## src/rtl/vga_pkg.sv

```systemverilog
// Shared VGA timing constants for the raster generator and the downstream
// pixel-colour stages. Holds the 640x480@60 defaults, derived totals, the
// sync/visible boundaries and a region decode helper.
package vga_pkg;

    localparam int CNT_W = 10;

    typedef logic [CNT_W-1:0] count_t;

    // Default 640x480@60 timing (pixels / lines)
    localparam int DEF_H_VISIBLE = 640;
    localparam int DEF_H_FP      = 16;
    localparam int DEF_H_SYNC    = 96;
    localparam int DEF_H_BP      = 48;
    localparam int DEF_V_VISIBLE = 480;
    localparam int DEF_V_FP      = 10;
    localparam int DEF_V_SYNC    = 2;
    localparam int DEF_V_BP      = 33;

    localparam int DEF_H_TOTAL = DEF_H_VISIBLE + DEF_H_FP + DEF_H_SYNC + DEF_H_BP;
    localparam int DEF_V_TOTAL = DEF_V_VISIBLE + DEF_V_FP + DEF_V_SYNC + DEF_V_BP;

    // Sync windows are [start, end): hsync 656..751, vsync 490..491
    localparam int DEF_HS_START = DEF_H_VISIBLE + DEF_H_FP;
    localparam int DEF_HS_END   = DEF_HS_START + DEF_H_SYNC;
    localparam int DEF_VS_START = DEF_V_VISIBLE + DEF_V_FP;
    localparam int DEF_VS_END   = DEF_VS_START + DEF_V_SYNC;

    typedef struct packed {
        logic hsync;
        logic vsync;
        logic bright;
    } region_t;

    // Decode a raster position into active-low syncs and the visible flag.
    function automatic region_t region_decode(
        input count_t h,
        input count_t v,
        input count_t h_vis,
        input count_t hs_start,
        input count_t hs_end,
        input count_t v_vis,
        input count_t vs_start,
        input count_t vs_end
    );
        region_t r;
        r.hsync  = !((h >= hs_start) && (h < hs_end));
        r.vsync  = !((v >= vs_start) && (v < vs_end));
        r.bright = (h < h_vis) && (v < v_vis);
        return r;
    endfunction

endpackage

```

## src/rtl/vga_pix_div.sv

```systemverilog
// Clock-enable divider: produces a one-clk pix_en strobe every CLK_DIV
// system clocks. The strobe is registered, so the first one appears CLK_DIV
// clocks after reset release; with CLK_DIV=1 it stays high after reset.
module vga_pix_div #(
    parameter int CLK_DIV = 2
) (
    input  logic clk,
    input  logic reset,
    output logic pix_en
);

    localparam int DIV_W = (CLK_DIV > 1) ? $clog2(CLK_DIV) : 1;
    localparam logic [DIV_W-1:0] DIV_LAST = DIV_W'(CLK_DIV - 1);
    localparam logic [DIV_W-1:0] DIV_ONE  = DIV_W'(1);

    logic [DIV_W-1:0] div;

    // Free-running 0..CLK_DIV-1 count; strobe registered from the terminal count
    always_ff @(posedge clk) begin
        if (reset) begin
            div    <= '0;
            pix_en <= 1'b0;
        end else begin
            pix_en <= (div == DIV_LAST);
            if (div == DIV_LAST) begin
                div <= '0;
            end else begin
                div <= div + DIV_ONE;
            end
        end
    end

endmodule

```

## src/rtl/vga_timing_gen.sv

```systemverilog
// VGA raster timing generator (640x480@60 by default).
// Counters advance on pix_en; hsync/vsync/bright are registered from the
// next-state counters so they stay cycle-aligned with hcount/vcount.
// Optional build macro VGA_FRAME_CNT_EN adds a 16-bit frame_count output.
module vga_timing_gen
    import vga_pkg::*;
#(
    parameter int CLK_DIV   = 2,
    parameter int H_VISIBLE = DEF_H_VISIBLE,
    parameter int H_FP      = DEF_H_FP,
    parameter int H_SYNC    = DEF_H_SYNC,
    parameter int H_BP      = DEF_H_BP,
    parameter int V_VISIBLE = DEF_V_VISIBLE,
    parameter int V_FP      = DEF_V_FP,
    parameter int V_SYNC    = DEF_V_SYNC,
    parameter int V_BP      = DEF_V_BP
) (
    input  logic             clk,
    input  logic             reset,
    output logic             pix_en,
    output logic [CNT_W-1:0] hcount,
    output logic [CNT_W-1:0] vcount,
    output logic             hsync,
    output logic             vsync,
    output logic             bright,
    output logic             frame_start
`ifdef VGA_FRAME_CNT_EN
    ,
    output logic [15:0]      frame_count
`endif
);

    localparam count_t H_LAST   = count_t'(H_VISIBLE + H_FP + H_SYNC + H_BP - 1);
    localparam count_t V_LAST   = count_t'(V_VISIBLE + V_FP + V_SYNC + V_BP - 1);
    localparam count_t H_VIS    = count_t'(H_VISIBLE);
    localparam count_t HS_START = count_t'(H_VISIBLE + H_FP);
    localparam count_t HS_END   = count_t'(H_VISIBLE + H_FP + H_SYNC);
    localparam count_t V_VIS    = count_t'(V_VISIBLE);
    localparam count_t VS_START = count_t'(V_VISIBLE + V_FP);
    localparam count_t VS_END   = count_t'(V_VISIBLE + V_FP + V_SYNC);
    localparam count_t CNT_ONE  = count_t'(1);

    count_t  h_next;
    count_t  v_next;
    logic    wrap;
    region_t region_next;

    vga_pix_div #(
        .CLK_DIV(CLK_DIV)
    ) u_pix_div (
        .clk   (clk),
        .reset (reset),
        .pix_en(pix_en)
    );

    // Next raster position and full-frame wrap detect for this clk
    always_comb begin
        h_next = hcount;
        v_next = vcount;
        wrap   = 1'b0;
        if (pix_en) begin
            if (hcount == H_LAST) begin
                h_next = '0;
                if (vcount == V_LAST) begin
                    v_next = '0;
                    wrap   = 1'b1;
                end else begin
                    v_next = vcount + CNT_ONE;
                end
            end else begin
                h_next = hcount + CNT_ONE;
            end
        end
    end

    assign region_next = region_decode(h_next, v_next, H_VIS, HS_START, HS_END,
                                       V_VIS, VS_START, VS_END);

    // Raster counters
    always_ff @(posedge clk) begin
        if (reset) begin
            hcount <= '0;
            vcount <= '0;
        end else begin
            hcount <= h_next;
            vcount <= v_next;
        end
    end

    // Sync/visible flags decoded from next-state counters; frame_start only on wrap
    always_ff @(posedge clk) begin
        if (reset) begin
            hsync       <= 1'b1;
            vsync       <= 1'b1;
            bright      <= 1'b0;
            frame_start <= 1'b0;
        end else begin
            hsync       <= region_next.hsync;
            vsync       <= region_next.vsync;
            bright      <= region_next.bright;
            frame_start <= wrap;
        end
    end

`ifdef VGA_FRAME_CNT_EN
    // Frame counter steps on the same edge that raises frame_start; wraps naturally
    always_ff @(posedge clk) begin
        if (reset) begin
            frame_count <= '0;
        end else if (wrap) begin
            frame_count <= frame_count + 16'd1;
        end
    end
`endif

endmodule

```

## config.mk

```make
export PLATFORM = sky130hd
export DESIGN_NAME = vga_timing_gen
export DESIGN_NICKNAME = d
export VERILOG_FILES = /design/src/rtl/vga_pkg.sv /design/src/rtl/vga_pix_div.sv /design/src/rtl/vga_timing_gen.sv
export SDC_FILE = /design/constraint.sdc
export NUM_CORES = 1
export LEC_CHECK = 0
export CAP_MARGIN = 20
export CORE_MARGIN = 5
export CORE_UTILIZATION = 51
export CTS_CLUSTER_SIZE = 40
export DETAILED_ROUTE_END_ITERATION = 6
export HOLD_SLACK_MARGIN = 0.1
export MAX_ROUTING_LAYER = met4
export PLACE_DENSITY_LB_ADDON = 0.3
export SLEW_MARGIN = 10
export SYNTH_ARGS = -nofsm -noshare
export SYNTH_HDL_FRONTEND = slang
export SYNTH_SLANG_ARGS = --single-unit
```

## constraint.sdc

```tcl
create_clock -name clk -period 2.6 [get_ports clk]
set_input_delay 0.52 -clock clk [delete_from_list [all_inputs] [get_ports clk]]
set_output_delay 0.52 -clock clk [all_outputs]
set_load 0.05 [all_outputs]
```

==> results.json, run 1 <==
{
  "status": "complete, no violations",
  "fin_setup_tns_ns": 0,
  "antenna_found_initial": 0,
  "wl_microns": 3117,
  "cp-startpoint": "hcount[0]",
  "gp_congestion": 0.8887,
  "clockBufferDepth": 2,
  "port_buffers": 26,
  "grt_max_degree": 19,
  "synth_cell_types": 42,
  "via_count": 1306,
  "wire_per_inst_microns": 13.98,
  "grt_usage": 0.1736,
  "grt_pass1_vias": 1241,
  "required_ns": 2.81,
  "dieArea_sq_mm": 0.003876,
  "dr.pass1.iters": 4,
  "end_kind": "flip-flop",
  "skew_ns": 0.01438,
  "clockRootBuffer": "clkbuf_4",
  "critPathMaxFanout": 18,
  "cts_tree": "yes",
  "crit_arrival_ns": 2.52,
  "max_stage_delay_ns": 0.64,
  "power_density_mw_per_mm2": 418.7,
  "drc": 0,
  "drv_slew": 0,
  "core_area_sq_mm": 0.002686,
  "rows": 19,
  "cts_sinks": 26,
  "maxCapViolCount": 0,
  "ys_warn_count": 0,
  "drtIter0Drc": 43,
  "avgSynthCellArea_sq_um": 8.339,
  "finalCritPeriodShare": 0.8901,
  "slew_headroom": 0.5858,
  "crit_path_start_kind": "flip-flop",
  "cts_resized": 0,
  "hold_buffers": 0,
  "grt_pass1_wl_microns": 5609,
  "die_h_microns": 62.26,
  "grt-ovfl-total": 0,
  "cts_setup_buffers": 0,
  "syn_area_sq_mm": 0.001393,
  "dp.cells": 219,
  "setup_viol": 0,
  "clkSlewWorstSetupHoldPaths_ns": 0.14,
  "ys_ff_latch": 26,
  "hold_class": "reg2reg",
  "syn-num-nets": 172,
  "r2r_start": "hcount[0]",
  "cts_buffers": 3,
  "hold_viol": 0,
  "grt_setup_unrepaired": "no",
  "drive_above_1_share": 0.05208,
  "finalNonFillerCells": 223,
  "num_antenna_cells": 0,
  "fill_cells": 230,
  "irDropWorstVdd_mv": 0.4032,
  "cellLeakagePower_nw": 0.5726,
  "whs_ns": 0.4353,
  "critical_path_class": "reg2reg",
  "yosysSeqAreaShare": 0.3738,
  "setup_slack_ns": 0.2857,
  "dpl.hpwl_microns": 2363,
  "clk_latency_ns": 0.33,
  "area_delta_synth_final_pct": 24.35,
  "path_cells": "ha_1 > nand3_1 > or4_4 > or3_1 > a22o_1 > nand4b_1",
  "worstMarginPinSlew_ns": 0.6129,
  "synthCells": 167,
  "dp_slack_ns": 0.3055,
  "holdCritStartpoint": "u_pix_div.div",
  "ios": 27,
  "start_util": 0.5184,
  "nNetsFinal": 198,
  "htree_levels": 1,
  "p_total_w": 0.0007251,
  "period_minus_slack_ns": 2.314,
  "fmax_mhz": 432.1,
  "cp_slowest_cell": "or4_4",
  "ant_nets": 0,
  "viasPerCell": 5.857,
  "die_x_microns": 62.26
}
## placed cells by master (no fill, tap or decap), types with 5 or more instances in the layout
| cell type | count |
|---|---|
| inv_1 | 5 |
| nand3_1 | 8 |
| a211oi_1 | 5 |
| o21ai_0 | 7 |
| nand2_1 | 11 |
| dfxtp_1 | 26 |
| clkdlybuf4s50_1 | 26 |
| xnor2_1 | 6 |
| a21oi_1 | 5 |
| xor2_1 | 6 |
| nand4_1 | 6 |
| nor2_1 | 20 |
| nor3_1 | 10 |
## worst paths after layout
path | endpoint | slack, ns | depth (start not counted)
worst max-delay path | vsync | 0.29 | 6
worst min-delay path | u_pix_div.div | 0.44 | 1
worst max register to register | vsync | 0.29 | 6
worst min register to register | u_pix_div.div | 0.44 | 1
## power breakdown
group / switching [W] / total [W] / internal [W] / leakage (nW)
sequential: 0.00000397 / 0.000407 / 0.000403 / 0.211
clock: 0.000128 / 0.000284 / 0.000156 / 0.0279
combinational: 0.0000221 / 0.0000341 / 0.0000120 / 0.334
total: 0.000154 / 0.000725 / 0.000571 / 0.573
## final cells by class
type / instances / area (sq um) / share of cell area
multi-input combinational: 128 / 818.3 / 0.4725
tap: 31 / 38.79 / 0.02240
clock buffer: 3 / 22.52 / 0.01301
inverter: 5 / 18.77 / 0.01084
timing repair buffer: 29 / 282.8 / 0.1633
sequential: 26 / 520.5 / 0.3006
clock inverter: 1 / 30.03 / 0.01734
## cell families (layout without fill, tap and decap cells)
| kind of cell | after synthesis | after routing | synth area share |
|---|---|---|---|
| multiplexers | 2 | 2 | 0.01438 |
| adder cells (fa/ha/maj) | 3 | 3 | 0.02696 |
| flip-flops | 26 | 26 | 0.3738 |
| buffers and inverters | 13 | 38 | 0.04312 |
| AO/OA/AOI/OAI | 32 | 32 | 0.1572 |
| XOR/XNOR | 12 | 12 | 0.07547 |
| AND/OR/NAND/NOR | 79 | 79 | 0.3091 |
## metal layers
| metal | vias up | share of wire | GRT usage |
|---|---|---|---|
| met1 | 596 | 0.47 | 0.2333 |
| met2 | 47 | 0.46 | 0.2668 |
| li1 | 659 | - | - |
| met3 | 4 | 0.060 | 0.03604 |
| met5 | - | 0 | - |
| met4 | 0 | 0.0071 | 0.04244 |
## cell usage after synthesis
master / count / area [sq um]
nand2_1: 11 / 41.29
o31ai_1: 2 / 15.01
o21bai_1: 1 / 7.510
nor3b_1: 3 / 22.52
a31oi_1: 1 / 6.260
nand4b_1: 3 / 26.28
nor2_1: 20 / 75.07
o21ai_1: 1 / 5.000
nor4b_1: 1 / 8.760
clkbuf_1: 4 / 15.01
and4_1: 1 / 8.760
mux2i_1: 2 / 20.02
xor2_1: 6 / 52.55
or4_4: 1 / 11.26
a211oi_1: 5 / 37.54
buf_2: 3 / 15.01
buf_6: 1 / 11.26
o21a_1: 2 / 15.01
a21oi_1: 5 / 25.02
nand3_1: 8 / 40.04
ha_1: 3 / 37.54
nand4_1: 6 / 37.54
nand4bb_2: 1 / 16.27
and3_1: 2 / 12.51
xnor2_1: 6 / 52.55
a21o_1: 1 / 7.510
a22o_1: 2 / 17.52
and2_1: 2 / 12.51
o311a_1: 1 / 10.01
a32o_1: 1 / 10.01
or3_1: 3 / 18.77
o211a_1: 1 / 10.01
o311ai_0: 1 / 8.760
o31a_1: 1 / 8.760
nor4_1: 3 / 18.77
inv_1: 5 / 18.77
nor4bb_1: 1 / 10.01
nor3_1: 10 / 50.05
or2b_1: 1 / 7.510
nor2b_1: 2 / 12.51
o21ai_0: 7 / 35.03
dfxtp_1: 26 / 520.5
## through the flow
step / util / cell area, sq um
2_1_floorplan: - / 1393
4_1_cts: 0.6446 / 1732
6_report: 0.6446 / 1732
3_3_place_gp: 0.6251 / 1679
5_1_grt: 0.6446 / 1732
3_5_place_dp: 0.6251 / 1679
## flip-flops by register name (all words and copies together) (netlist names)
signal / flops
bright: 1
hcount: 10
u_pix_div.pix_en: 1
vsync: 1
u_pix_div.div: 1
vcount: 10
frame_start: 1
hsync: 1
## worst max-delay path, delay by kind of cell, from the launching register on
| family | cells | cell delay, ns |
|---|---|---|
| compound gates | 1 | 0.22 |
| flops | 1 | 0.41 |
| fa+ha+maj | 1 | 0.20 |
| simple gates | 4 | 1.37 |
No activity file was read; power rests on OpenSTA's default activity.
==> run 2: changes to the inputs <==
--- a/config.mk
+++ b/config.mk
@@ -7,7 +7,7 @@
 export LEC_CHECK = 0
 export CAP_MARGIN = 20
 export CORE_MARGIN = 5
-export CORE_UTILIZATION = 51
+export CORE_UTILIZATION = 35
 export CTS_CLUSTER_SIZE = 40
 export DETAILED_ROUTE_END_ITERATION = 6
 export HOLD_SLACK_MARGIN = 0.1
==> run 2 against run 1 <==
Setup slack gained 0.0042 ns. Maximum frequency grew 0.18%. Clock power shrank 7%. Sequential share of layout area shrank 0.45 points. Die area grew 38%. Critical path type unchanged. Critical endpoint unchanged. Largest power group unchanged.
==> results.json, run 2 (synthesis results as in run 1) <==
{
  "clockRootBuffer": "clkbuf_8",
  "fmax_mhz": 432.9,
  "worstMarginPinSlew_ns": 0.5465,
  "irDropWorstVdd_mv": 0.2007,
  "via_count": 1291,
  "die_h_microns": 73.08,
  "maxCapViolCount": 0,
  "required_ns": 2.75,
  "cellLeakagePower_nw": 0.5735,
  "finalNonFillerCells": 242,
  "grt_pass1_vias": 1196,
  "slew_headroom": 0.6307,
  "finalCritPeriodShare": 0.8885,
  "cts_resized": 0,
  "setup_slack_ns": 0.2899,
  "port_buffers": 26,
  "regArea_sq_um": 520.5,
  "rows": 23,
  "top_layer": "met4",
  "whs_ns": 0.4132,
  "drv_slew": 0,
  "die_x_microns": 73.08,
  "cts_buffers": 3,
  "largestRegisters": "hcount x10, vcount x10",
  "crit_arrival_ns": 2.46,
  "cts_setup_buffers": 0,
  "grt_usage": 0.1331,
  "dieArea_sq_mm": 0.005340,
  "antenna_found_initial": 0,
  "start_util": 0.3558,
  "clkSlewWorstSetupHoldPaths_ns": 0.09,
  "crit_path_start_kind": "flip-flop",
  "fin_setup_tns_ns": 0,
  "grt_pass1_wl_microns": 5554,
  "route.met2.wl_microns": 1454,
  "end_kind": "flip-flop",
  "core_area_sq_mm": 0.003914,
  "area_delta_synth_final_pct": 26.24,
  "drc": 0,
  "critical_path_class": "reg2reg",
  "ant_nets": 0,
  "hold_buffers": 0,
  "grt_max_degree": 19,
  "wl_microns": 3215,
  "drtIter0Drc": 122,
  "gp_congestion": 0.8608,
  "clockBufferDepth": 2,
  "clk_latency_ns": 0.27,
  "cts_tree": "yes",
  "skew_ns": 0.003603,
  "dp.cells": 238,
  "status": "complete, no violations",
  "max_stage_delay_ns": 0.65,
  "wire_per_inst_microns": 13.29,
  "cp_slowest_cell": "or4_4",
  "num_antenna_cells": 0,
  "hold_viol": 0,
  "grt_setup_unrepaired": "no",
  "critPathMaxFanout": 18,
  "dp_slack_ns": 0.3049,
  "grt-ovfl-total": 0,
  "final_cell_mix": "dfxtp_1, clkdlybuf4s50_1, nor2_1",
  "drt-met1-wl_microns": 1512,
  "htree_levels": 1,
  "power_density_mw_per_mm2": 401.2,
  "nNetsFinal": 198,
  "dpl.hpwl_microns": 2416,
  "period_minus_slack_ns": 2.310,
  "met3WireLength_microns": 211,
  "drive_above_1_share": 0.05208,
  "cts_sinks": 26,
  "ios": 27,
  "hold_class": "reg2reg",
  "viasPerCell": 5.335,
  "dr.pass1.iters": 4,
  "path_cells": "ha_1 > nand3_1 > or4_4 > or3_1 > a22o_1 > nand4b_1",
  "fill_cells": 404,
  "setup_viol": 0,
  "multi_input_area_sq_um": 818.3
}
## run 2: changes by cell type in the layout (fill, tap and decap cells not counted)
cell	change
clkbuf_8	+4
clkbuf_4	-3
bufinv_16	-1
## run 2: area by class of cell
type / instances / share of cell area
multi-input combinational: 128 / 0.4655
clock buffer: 4 / 0.03132
timing repair buffer: 29 / 0.1609
tap: 50 / 0.03559
sequential: 26 / 0.2961
inverter: 5 / 0.01068
## run 2: path summary, 6_finish.rpt
kind,start,to,slack (ns),depth (start not counted)
worst min register to register,u_pix_div.div,u_pix_div.div,0.41,1
worst min-delay path,u_pix_div.div,u_pix_div.div,0.41,1
worst max-delay path,hcount[0],vsync,0.29,6
worst max register to register,hcount[0],vsync,0.29,6
## run 2: stage by stage
step                      total power [W]  area, sq um    util
after detailed placement        0.0004501         1703  0.4351
after global routing            0.0007365         1758  0.4492
after CTS                       0.0007163         1758  0.4492
after global placement          0.0004503         1703  0.4351
after floorplan                 0.0004384         1393       -
final                           0.0007053         1758  0.4492
## run 2: routing by layer
metal / global-route usage / vias up
li1: - / 658
met1: 0.1811 / 587
met2: 0.1996 / 41
met3: 0.02479 / 5
met4: 0.03893 / 0
met5: - / -
## run 2: power by group
| group | total (W) | leakage [nW] | internal (W) | switching (W) |
|---|---|---|---|---|
| Sequential | 0.000406 | 0.211 | 0.000402 | 0.00000398 |
| Combinational | 0.0000341 | 0.334 | 0.0000120 | 0.0000221 |
| Clock | 0.000265 | 0.0288 | 0.000135 | 0.000129 |
## run 2: worst max-delay path: cells and delay by family, from the launching register on
family                     cells  cell delay (ns)
AOI/OAI and AO/OA              1             0.22
adders and majority gates      1             0.21
DFF                            1             0.40
and+or+nand+nor                4             1.36
